===== src/rtl/wb_regfile_pkg.sv =====
// Shared types and constants for the writeback stage: exception bus width,
// the hard-wired zero register and the trace entry layout.
package wb_regfile_pkg;

   localparam int         EXCEPT_W     = 32;
   localparam logic [4:0] REG_ZERO     = 5'd0;
   localparam logic [3:0] TRACE_WEN_ON = 4'hf;

   typedef struct packed {
      logic [31:0] pc;
      logic [4:0]  wnum;
      logic [31:0] wdata;
   } trace_entry_t;

endpackage


===== src/rtl/wb_trace_fifo.sv =====
// Two-write / one-read trace FIFO. The head entry is presented while the FIFO is non-empty
// and is popped on every such cycle. The stall flag is raised one cycle ahead of running out of room.
module wb_trace_fifo
   import wb_regfile_pkg::*;
#(
   parameter int DEPTH = 4
)(
   input  logic         clk,
   input  logic         rst,
   input  logic         i_push0,
   input  trace_entry_t i_entry0,
   input  logic         i_push1,
   input  trace_entry_t i_entry1,
   output logic         o_valid,
   output trace_entry_t o_head,
   output logic         o_stall
);

   localparam int PW = $clog2(DEPTH);
   localparam int CW = PW + 1;

   trace_entry_t   r_mem [DEPTH];
   logic [PW-1:0]  r_wptr;
   logic [PW-1:0]  r_rptr;
   logic [CW-1:0]  r_count;
   logic           r_stall;

   logic           w_pop;
   logic           w_drop;
   logic [CW-1:0]  w_req;
   logic [CW-1:0]  w_avail;
   logic [CW-1:0]  w_acc;
   logic [CW-1:0]  w_count_next;
   trace_entry_t   w_first;

   // The slot being popped this cycle can be refilled on the same edge.
   always_comb begin
      w_pop        = (r_count != '0);
      w_req        = CW'(i_push0) + CW'(i_push1);
      w_avail      = CW'(DEPTH) - r_count + CW'(w_pop);
      w_drop       = (w_req > w_avail);
      w_acc        = w_drop ? w_avail : w_req;
      w_count_next = r_count - CW'(w_pop) + w_acc;
      w_first      = i_push0 ? i_entry0 : i_entry1;
   end

   always_ff @(posedge clk) begin
      if (!rst) begin
         if (w_acc >= CW'(1))
            r_mem[r_wptr] <= w_first;
         if (w_acc == CW'(2))
            r_mem[r_wptr + PW'(1)] <= i_entry1;
      end
   end

   always_ff @(posedge clk) begin
      if (rst) begin
         r_wptr  <= '0;
         r_rptr  <= '0;
         r_count <= '0;
         r_stall <= 1'b0;
      end else begin
         r_wptr  <= r_wptr + w_acc[PW-1:0];
         if (w_pop)
            r_rptr <= r_rptr + PW'(1);
         r_count <= w_count_next;
         r_stall <= (w_count_next > CW'(DEPTH - 2));
      end
   end

   assign o_valid = w_pop;
   assign o_head  = w_pop ? r_mem[r_rptr] : '0;
   assign o_stall = r_stall;

   // Upstream must honour o_stall; an entry arriving with no room is lost.
   a_no_overflow: assert property (@(posedge clk) disable iff (rst) !w_drop);

endmodule


===== src/rtl/wb_regfile.sv =====
// Writeback stage: 32x32 GPR file with same-cycle bypass, HI/LO register,
// and a program-ordered retirement trace serialised through wb_trace_fifo.
module wb_regfile
   import wb_regfile_pkg::*;
#(
   parameter int TRACE_DEPTH = 4
)(
   input  logic                clk,
   input  logic                rst,
   input  logic                W_master_hilowrite,
   input  logic                W_master_reg_wen,
   input  logic                W_master_memtoReg,
   input  logic [4:0]          W_master_reg_waddr,
   input  logic [EXCEPT_W-1:0] W_master_except,
   input  logic [31:0]         W_master_pc,
   input  logic [31:0]         W_master_alu_res,
   input  logic [31:0]         W_master_mem_rdata,
   input  logic [63:0]         W_master_alu_out64,
   input  logic                W_slave_reg_wen,
   input  logic [4:0]          W_slave_reg_waddr,
   input  logic [EXCEPT_W-1:0] W_slave_except,
   input  logic [31:0]         W_slave_pc,
   input  logic [31:0]         W_slave_alu_res,
   input  logic [4:0]          raddr0,
   input  logic [4:0]          raddr1,
   input  logic [4:0]          raddr2,
   input  logic [4:0]          raddr3,
   output logic [31:0]         rdata0,
   output logic [31:0]         rdata1,
   output logic [31:0]         rdata2,
   output logic [31:0]         rdata3,
   output logic [31:0]         hi_o,
   output logic [31:0]         lo_o,
   output logic                trace_stall,
   output logic [31:0]         debug_wb_pc,
   output logic [3:0]          debug_wb_rf_wen,
   output logic [4:0]          debug_wb_rf_wnum,
   output logic [31:0]         debug_wb_rf_wdata
);

   logic [31:0]  r_gpr [32];
   logic [63:0]  r_hilo;

   logic         w_m_commit;
   logic         w_s_commit;
   logic         w_hilo_we;
   logic [31:0]  w_m_wdata;
   logic [63:0]  w_hilo;
   logic [4:0]   w_raddr [4];
   logic [31:0]  w_rdata [4];
   trace_entry_t w_m_entry;
   trace_entry_t w_s_entry;
   trace_entry_t w_head;
   logic         w_head_valid;

   assign w_m_wdata  = W_master_memtoReg ? W_master_mem_rdata : W_master_alu_res;
   assign w_m_commit = W_master_reg_wen & (W_master_reg_waddr != REG_ZERO)
                     & (W_master_except == '0);
   // The slave is the younger instruction, so a master exception squashes it too.
   assign w_s_commit = W_slave_reg_wen & (W_slave_reg_waddr != REG_ZERO)
                     & (W_slave_except == '0) & (W_master_except == '0);
   assign w_hilo_we  = W_master_hilowrite & (W_master_except == '0);

   assign w_raddr[0] = raddr0;
   assign w_raddr[1] = raddr1;
   assign w_raddr[2] = raddr2;
   assign w_raddr[3] = raddr3;

   always_comb begin
      for (int i = 0; i < 4; i++) begin
         w_rdata[i] = r_gpr[w_raddr[i]];
         if (w_raddr[i] == REG_ZERO)
            w_rdata[i] = '0;
         else if (w_s_commit && (w_raddr[i] == W_slave_reg_waddr))
            w_rdata[i] = W_slave_alu_res;
         else if (w_m_commit && (w_raddr[i] == W_master_reg_waddr))
            w_rdata[i] = w_m_wdata;
      end
   end

   assign rdata0 = w_rdata[0];
   assign rdata1 = w_rdata[1];
   assign rdata2 = w_rdata[2];
   assign rdata3 = w_rdata[3];

   assign w_hilo = w_hilo_we ? W_master_alu_out64 : r_hilo;
   assign hi_o   = w_hilo[63:32];
   assign lo_o   = w_hilo[31:0];

   // Slave write is issued last so it wins a same-address collision.
   always_ff @(posedge clk) begin
      if (rst) begin
         for (int i = 0; i < 32; i++)
            r_gpr[i] <= '0;
         r_hilo <= '0;
      end else begin
         if (w_m_commit)
            r_gpr[W_master_reg_waddr] <= w_m_wdata;
         if (w_s_commit)
            r_gpr[W_slave_reg_waddr] <= W_slave_alu_res;
         if (w_hilo_we)
            r_hilo <= W_master_alu_out64;
      end
   end

   assign w_m_entry = '{pc: W_master_pc, wnum: W_master_reg_waddr, wdata: w_m_wdata};
   assign w_s_entry = '{pc: W_slave_pc, wnum: W_slave_reg_waddr, wdata: W_slave_alu_res};

   wb_trace_fifo #(
      .DEPTH    (TRACE_DEPTH)
   ) u_trace_fifo (
      .clk      (clk),
      .rst      (rst),
      .i_push0  (w_m_commit & (W_master_pc != '0)),
      .i_entry0 (w_m_entry),
      .i_push1  (w_s_commit & (W_slave_pc != '0)),
      .i_entry1 (w_s_entry),
      .o_valid  (w_head_valid),
      .o_head   (w_head),
      .o_stall  (trace_stall)
   );

   assign debug_wb_rf_wen   = w_head_valid ? TRACE_WEN_ON : 4'h0;
   assign debug_wb_pc       = w_head.pc;
   assign debug_wb_rf_wnum  = w_head.wnum;
   assign debug_wb_rf_wdata = w_head.wdata;

endmodule


===== config.mk =====
export PLATFORM = sky130hd
export DESIGN_NAME = wb_regfile
export DESIGN_NICKNAME = d
export VERILOG_FILES = /design/src/rtl/wb_regfile_pkg.sv /design/src/rtl/wb_trace_fifo.sv /design/src/rtl/wb_regfile.sv
export SDC_FILE = /design/constraint.sdc
export NUM_CORES = 2
export LEC_CHECK = 0
export BUFFER_PORTS_ARGS = -buffer_cell sky130_fd_sc_hd__buf_2
export CAP_MARGIN = 40
export CORE_ASPECT_RATIO = 0.7
export CORE_MARGIN = 4
export CORE_UTILIZATION = 27
export CTS_BUF_LIST = sky130_fd_sc_hd__clkbuf_4 sky130_fd_sc_hd__clkbuf_8
export CTS_CLUSTER_DIAMETER = 120
export DETAILED_ROUTE_END_ITERATION = 8
export SLEW_MARGIN = 20
export SYNTH_ARGS = -nofsm -noshare
export SYNTH_HDL_FRONTEND = slang
export SYNTH_HIERARCHICAL = 1
export SYNTH_SLANG_ARGS = --single-unit

===== constraint.sdc =====
create_clock -name clk -period 12.8 [get_ports clk]
set_input_delay 1.28 -clock clk [delete_from_list [all_inputs] [get_ports clk]]
set_output_delay 1.28 -clock clk [all_outputs]
set_load 0.005 [all_outputs]

## Word-level counts from Yosys, hierarchy flattened

Memories as Yosys holds them, arrays and structs flattened. A register that Yosys moved wholly into a read port is not among the register bits.
Cells that the tools add are included.

- Flip-flop bits (word level): 72
- Latch bits: 0
- Memory bits (writable): 1300
- Bits in read-only memories: 0
- Input bits: 324
- Output and inout bits: 266
- Logic and storage cells: 96
- Memories kept: 2

Memory list:

| memory | depth | width | read ports | clocked after Yosys merged registers in | write ports | line | source |
|---|---|---|---|---|---|---|---|
| r_gpr | 32 | 32 | 4 | 0 | 32 | wb_regfile.sv:41 | `logic [31:0] r_gpr [32];` |
| u_trace_fifo.r_mem | 4 | 69 | 1 | 1 | 2 | wb_trace_fifo.sv:22 | `trace_entry_t r_mem [DEPTH];` |

- Add/sub/neg operators: 8
- Multiply operators: 0
- Divide/modulo/power cells: 0
- $lt $le $gt $ge: 3
- Eq/ne operators: 9
- Shift-type cells: 0
- Muxes and demuxes: 40
- Bitwise gates (word level): 8
- Reduce and logical (&&, ||, !) cells: 21

Operators by type and width:

| operator | count |
|---|---|
| $mux 32 | 15 |
| $mux 69 | 2 |
| $logic_not 32->1 | 2 |
| $mux 64 | 1 |
| $reduce_bool 32->1 | 2 |
| $reduce_or 32->1 | 2 |
| $eq 5x5->1 | 8 |
| $logic_not 5->1 | 4 |
| $mux 1 | 16 |
| $mux 5 | 2 |
| $reduce_bool 5->1 | 2 |
| $and 1x1->1 | 8 |
| $logic_and 1x1->1 | 8 |
| $add 2x1->2 const B | 2 |
| $mux 2 | 2 |
| $mux 4 | 1 |
| $add 3x1->3 | 1 |
| $add 3x3->3 | 1 |
| $eq 3x2->1 const B | 1 |
| $ge 3x1->1 const B | 1 |
| $gt 3x2->1 const B | 1 |
| $gt 3x3->1 | 1 |
| $mux 3 | 1 |
| $reduce_bool 3->1 | 1 |
| 4 further kinds | 4 |

## Depth between registers and ports, before layout

- Depth in word-level cells: 12
- Mapped depth: 22
- Mapped depth without buffers: 18

## By module

The synthesis kept the hierarchy.

Modules (own cells, without submodules):

| module | instances | cells each | area each (um2) | seq. area each (um2) |
|---|---|---|---|---|
| wb_regfile | 1 | 6777 | 85181.7 | 32030.7 |
| wb_trace_fifo | 1 | 932 | 14117.3 | 8488.1 |

## Worst setup path after synthesis

OpenSTA, ideal clock, no wires.

- Path type: input-to-reg
- Start point: input port W_master_reg_waddr[2]
- End point: memory u_trace_fifo/r_mem[1][0] (netlist name) (enable)
- Library setup time: 0.599 ns
- Arrival time: 9.796 ns
- Path slack: 2.406 ns
- Cell stages on the path: 15
- Path buffers: 3
- Path through: nor3_1 > a21boi_0 > nand3_1 > clkbuf_1 > clkbuf_1 > clkbuf_1 > nor2_1 > ha_1 > inv_1 > ha_1 > o21ai_0 > a21oi_1 > nor3_1 > o21ai_0 > a211oi_1

RTL lines:

| element | line | source |
|---|---|---|
| start: declaration | wb_regfile.sv:13 | `input logic [4:0] W_master_reg_waddr,` |
| end: declaration | wb_trace_fifo.sv:22 |  |

## Worst setup path after layout

- Start point: input port raddr3[0]
- End point: output port rdata3[28]

- Longest elaborated chain between the ends: 5
- Elaborated cells on any way between the ends: 9
- Those cells by class: eq/ne (2); mux (3); reduce/logical (3); memory (1)

RTL lines:

| element | line | source |
|---|---|---|
| start: declaration | wb_regfile.sv:27 | `input logic [4:0] raddr3,` |
| parallel branches: the longest is 4 deep, another holds $mem_v2 32x32 | -- |  |
| $mux 32 (*) | wb_regfile.sv:72 | `if (w_raddr[i] == REG_ZERO)` |
| end: declaration | wb_regfile.sv:31 | `output logic [31:0] rdata3,` |

Mark *: on every way between the ends.

==> results_dict.tcl <==
set metrics [dict create \
    max_slew_margin_pct 21.6 \
    register_area_mm2 0.0405 \
    hold-worst-slack_ps 564 \
    io_buffers 589 \
    start_util_pct 27.1 \
    drc 34 \
    finalWirelength_mm 515 \
    hold_depth 2 \
    grt_pass1_wl_mm 696 \
    path_clk_slew_ps 70 \
    max_freq_mhz 140 \
    area_growth_pct 14.6 \
    post_dp_cell_area_mm2 0.109 \
    worstSkewPairLatency_ps 1080 \
    final_cells 12921 \
    clockRootBuffer "clkbuf_8" \
    violations "DRC" \
    cts.path.max_buffers 4 \
    first_pass_iters 9 \
    dpl.hpwl_mm 317 \
    core_area_mm2 0.367 \
    wl_met3_mm 98.1 \
    grt.total_usage_pct 26.1 \
    fp-row-count 186 \
    min_period_over_period_pct 55.6 \
    cts_resized 0 \
    p_per_area_mw_per_mm2 112 \
    rsz0062_at_grt "false" \
    gr-total-overflow 0 \
    dp.cells 12462 \
    antenna_found_initial 49 \
    dieArea_mm2 0.378 \
    layout_min_cycle_time_ps 7120 \
    fp.dieW_um 733 \
    netlist.area_leader.share_pct 39.3 \
    grt_max_degree 135 \
    htreeDepth 4 \
    drive_gt1_share_pct 39.4 \
    wire_per_inst_um 39.9 \
    tns_ps 0 \
    crit_fanout 84 \
    ctsHoldBuffers 0 \
    multiInputGateArea_mm2 0.0552 \
    top_layer_used "met5" \
    yosysMostFrequentCell "edfxtp_1" \
    critPathLaunchType "input pin" \
    synth_area_per_cell_um2 12.9 \
    ys.flop_type "edfxtp_1" \
    endpoint_kind "output port" \
    leakagePower_nw 38.5 \
    drv_cap 0 \
    synth_cells 7709 \
    met2_length_mm 205 \
    drtIter0Drc 18086 \
    ys_seq_elements 1374 \
    ant_nets 0 \
    viasPerCell 6.87 \
    status "complete, but fails checks" \
    clock_skew_ps 82.2 \
    preCtsSetupSlack_ps 5750 \
    synthArstFlopShare_pct 0 \
    grt_pass1_vias 83923 \
    synth_common_cells "1300 x edfxtp_1, 1096 x mux4_2, 695 x clkbuf_1" \
    worst_slew_pin_slew_ps 1160 \
    tritoncts "built" \
    cts_inserted_buffers 222 \
    critPathRequiredTime_ps 11520 \
    wl_met1_mm 174 \
    synth_seq_area_share_pct 40.8 \
    io_pins 590 \
    nNetsFinal 8159 \
    reg2reg_depth 12 \
    finalMaxSlewViolations 0 \
    vias 88742 \
    crit_type "in2out" \
    vdd_ir_drop_max_uv 125 \
    netlist_area_mm2 0.0993 \
    final_hold_viol_count 0 \
    gp_congestion 0.993 \
    fillers 36253 \
    setup_ws_ps 5680 \
    yosysTopAreaCell "edfxtp_1" \
    cts.sinks 1374 \
    synth_enable_flop_cells 1300 \
    arrival_ps 5840 \
    yosysWarnings 6 \
    post-cts-setup-buffers 0 \
    worstHoldPathType "reg2reg" \
    synth.area.top_cells "edfxtp_1 39%, mux4_2 25%, mux2_2 6.5%" \
    fin_area_mm2 0.114 \
    die_height_um 515 \
    synth_cell_type_count 65 \
    setup-violations-final 0 \
]
logic make-up (layout without fill, tap and decap cells):
| family | after synthesis | after routing | synth area share, % |
|---|---|---|---|
| adders and majority gates | 6 | 6 | 0.0832 |
| and+or+nand+nor | 1733 | 1733 | 8.42 |
| AOI/OAI and AO/OA | 1446 | 1446 | 11.2 |
| other | 1 | 66 | 0.00378 |
| buffers and inverters | 1140 | 1399 | 4.74 |
| DFF | 1374 | 1374 | 40.8 |
| muxes | 1961 | 1961 | 34.3 |
| xor gates and xnor gates | 48 | 48 | 0.423 |
layout by cell type, fill, tap and decap left out, types with 34 or more instances in the layout:
cell type  Yosys  final
inv_1         44     43
a21oi_1       38     37
buf_16         0     48
o211a_1       93     93
buf_4         49    269
clkbuf_8       0    230
nor2_1       564    558
o22ai_1      248    248
mux2_2       577    577
a211oi_1     128    127
o31ai_1      482    480
o21ai_0       34     34
and2_1       150    135
buf_2        179    584
clkbuf_4       0     72
buf_12         0     45
o2bb2ai_1    276    276
mux2i_1      285    253
mux4_2      1096   1096
o311ai_0      93     93
nand2_1      238    214
clkinv_1       1     49
dfxtp_1       74     72
diode_2        0     34
nand3_1      606    580
edfxtp_1    1300   1300
per-layer routing:
| layer | GRT usage, % | up-vias |
|---|---|---|
| li1 | - | 31867 |
| met1 | 31.2 | 44051 |
| met2 | 35.3 | 10426 |
| met3 | 15.2 | 2337 |
| met4 | 15.8 | 61 |
| met5 | 3.06 | - |
final timing paths:
| kind | end | slack [ps] | start |
|---|---|---|---|
| setup / recovery | rdata3[28] | 5680 | raddr3[0] |
| hold / removal | u_trace_fifo/r_rptr[1] | 560 | u_trace_fifo/r_rptr[1] |
| setup reg to reg | u_trace_fifo/r_mem[0][9] | 8240 | u_trace_fifo/r_count[1] |
| hold reg to reg | u_trace_fifo/r_rptr[1] | 560 | u_trace_fifo/r_rptr[1] |
sequential cells by signal, indices dropped and copies added, names as in the netlist, named ones only:
| signal | flops |
|---|---|
| u_trace_fifo/o_stall | 1 |
| u_trace_fifo/r_wptr | 2 |
| r_hilo | 64 |
| u_trace_fifo/r_count | 3 |
| r_gpr | 1024 |
| u_trace_fifo/r_mem | 276 |
| u_trace_fifo/r_rptr | 2 |
area by class of cell:
class	count	area share [%]
inverter	46	0.154
tap	4888	5.38
sequential	1374	35.6
clock buffer	302	3.26
antenna	34	0.0748
multi-input combinational	5226	48.5
clock inverter	92	0.572
timing repair buffer	959	6.46
critical path: stages:
cell and delay (ps):
buf_8 610, buf_12 710, buf_4 440, buf_16 280
mux4_2 290, o22ai_1 130, a211oi_1 920, nand3_1 320
o311ai_0 210, o211a_1 280, buf_2 140
stage by stage:
step	utilization, %	power (mW)
global placement	29.2	8.45
CTS	30.8	12.5
floorplan	-	7.17
finish	31.0	12.7
global route	31.0	13.0
detailed placement	29.6	8.53
power breakdown:
| group | switching (mW) | internal (mW) | total (mW) |
|---|---|---|---|
| combinational | 1.85 | 1.34 | 3.19 |
| sequential | 0.242 | 5.14 | 5.38 |
| clock | 2.09 | 2.05 | 4.14 |
Note: power is estimated with default switching activity, not from simulation.
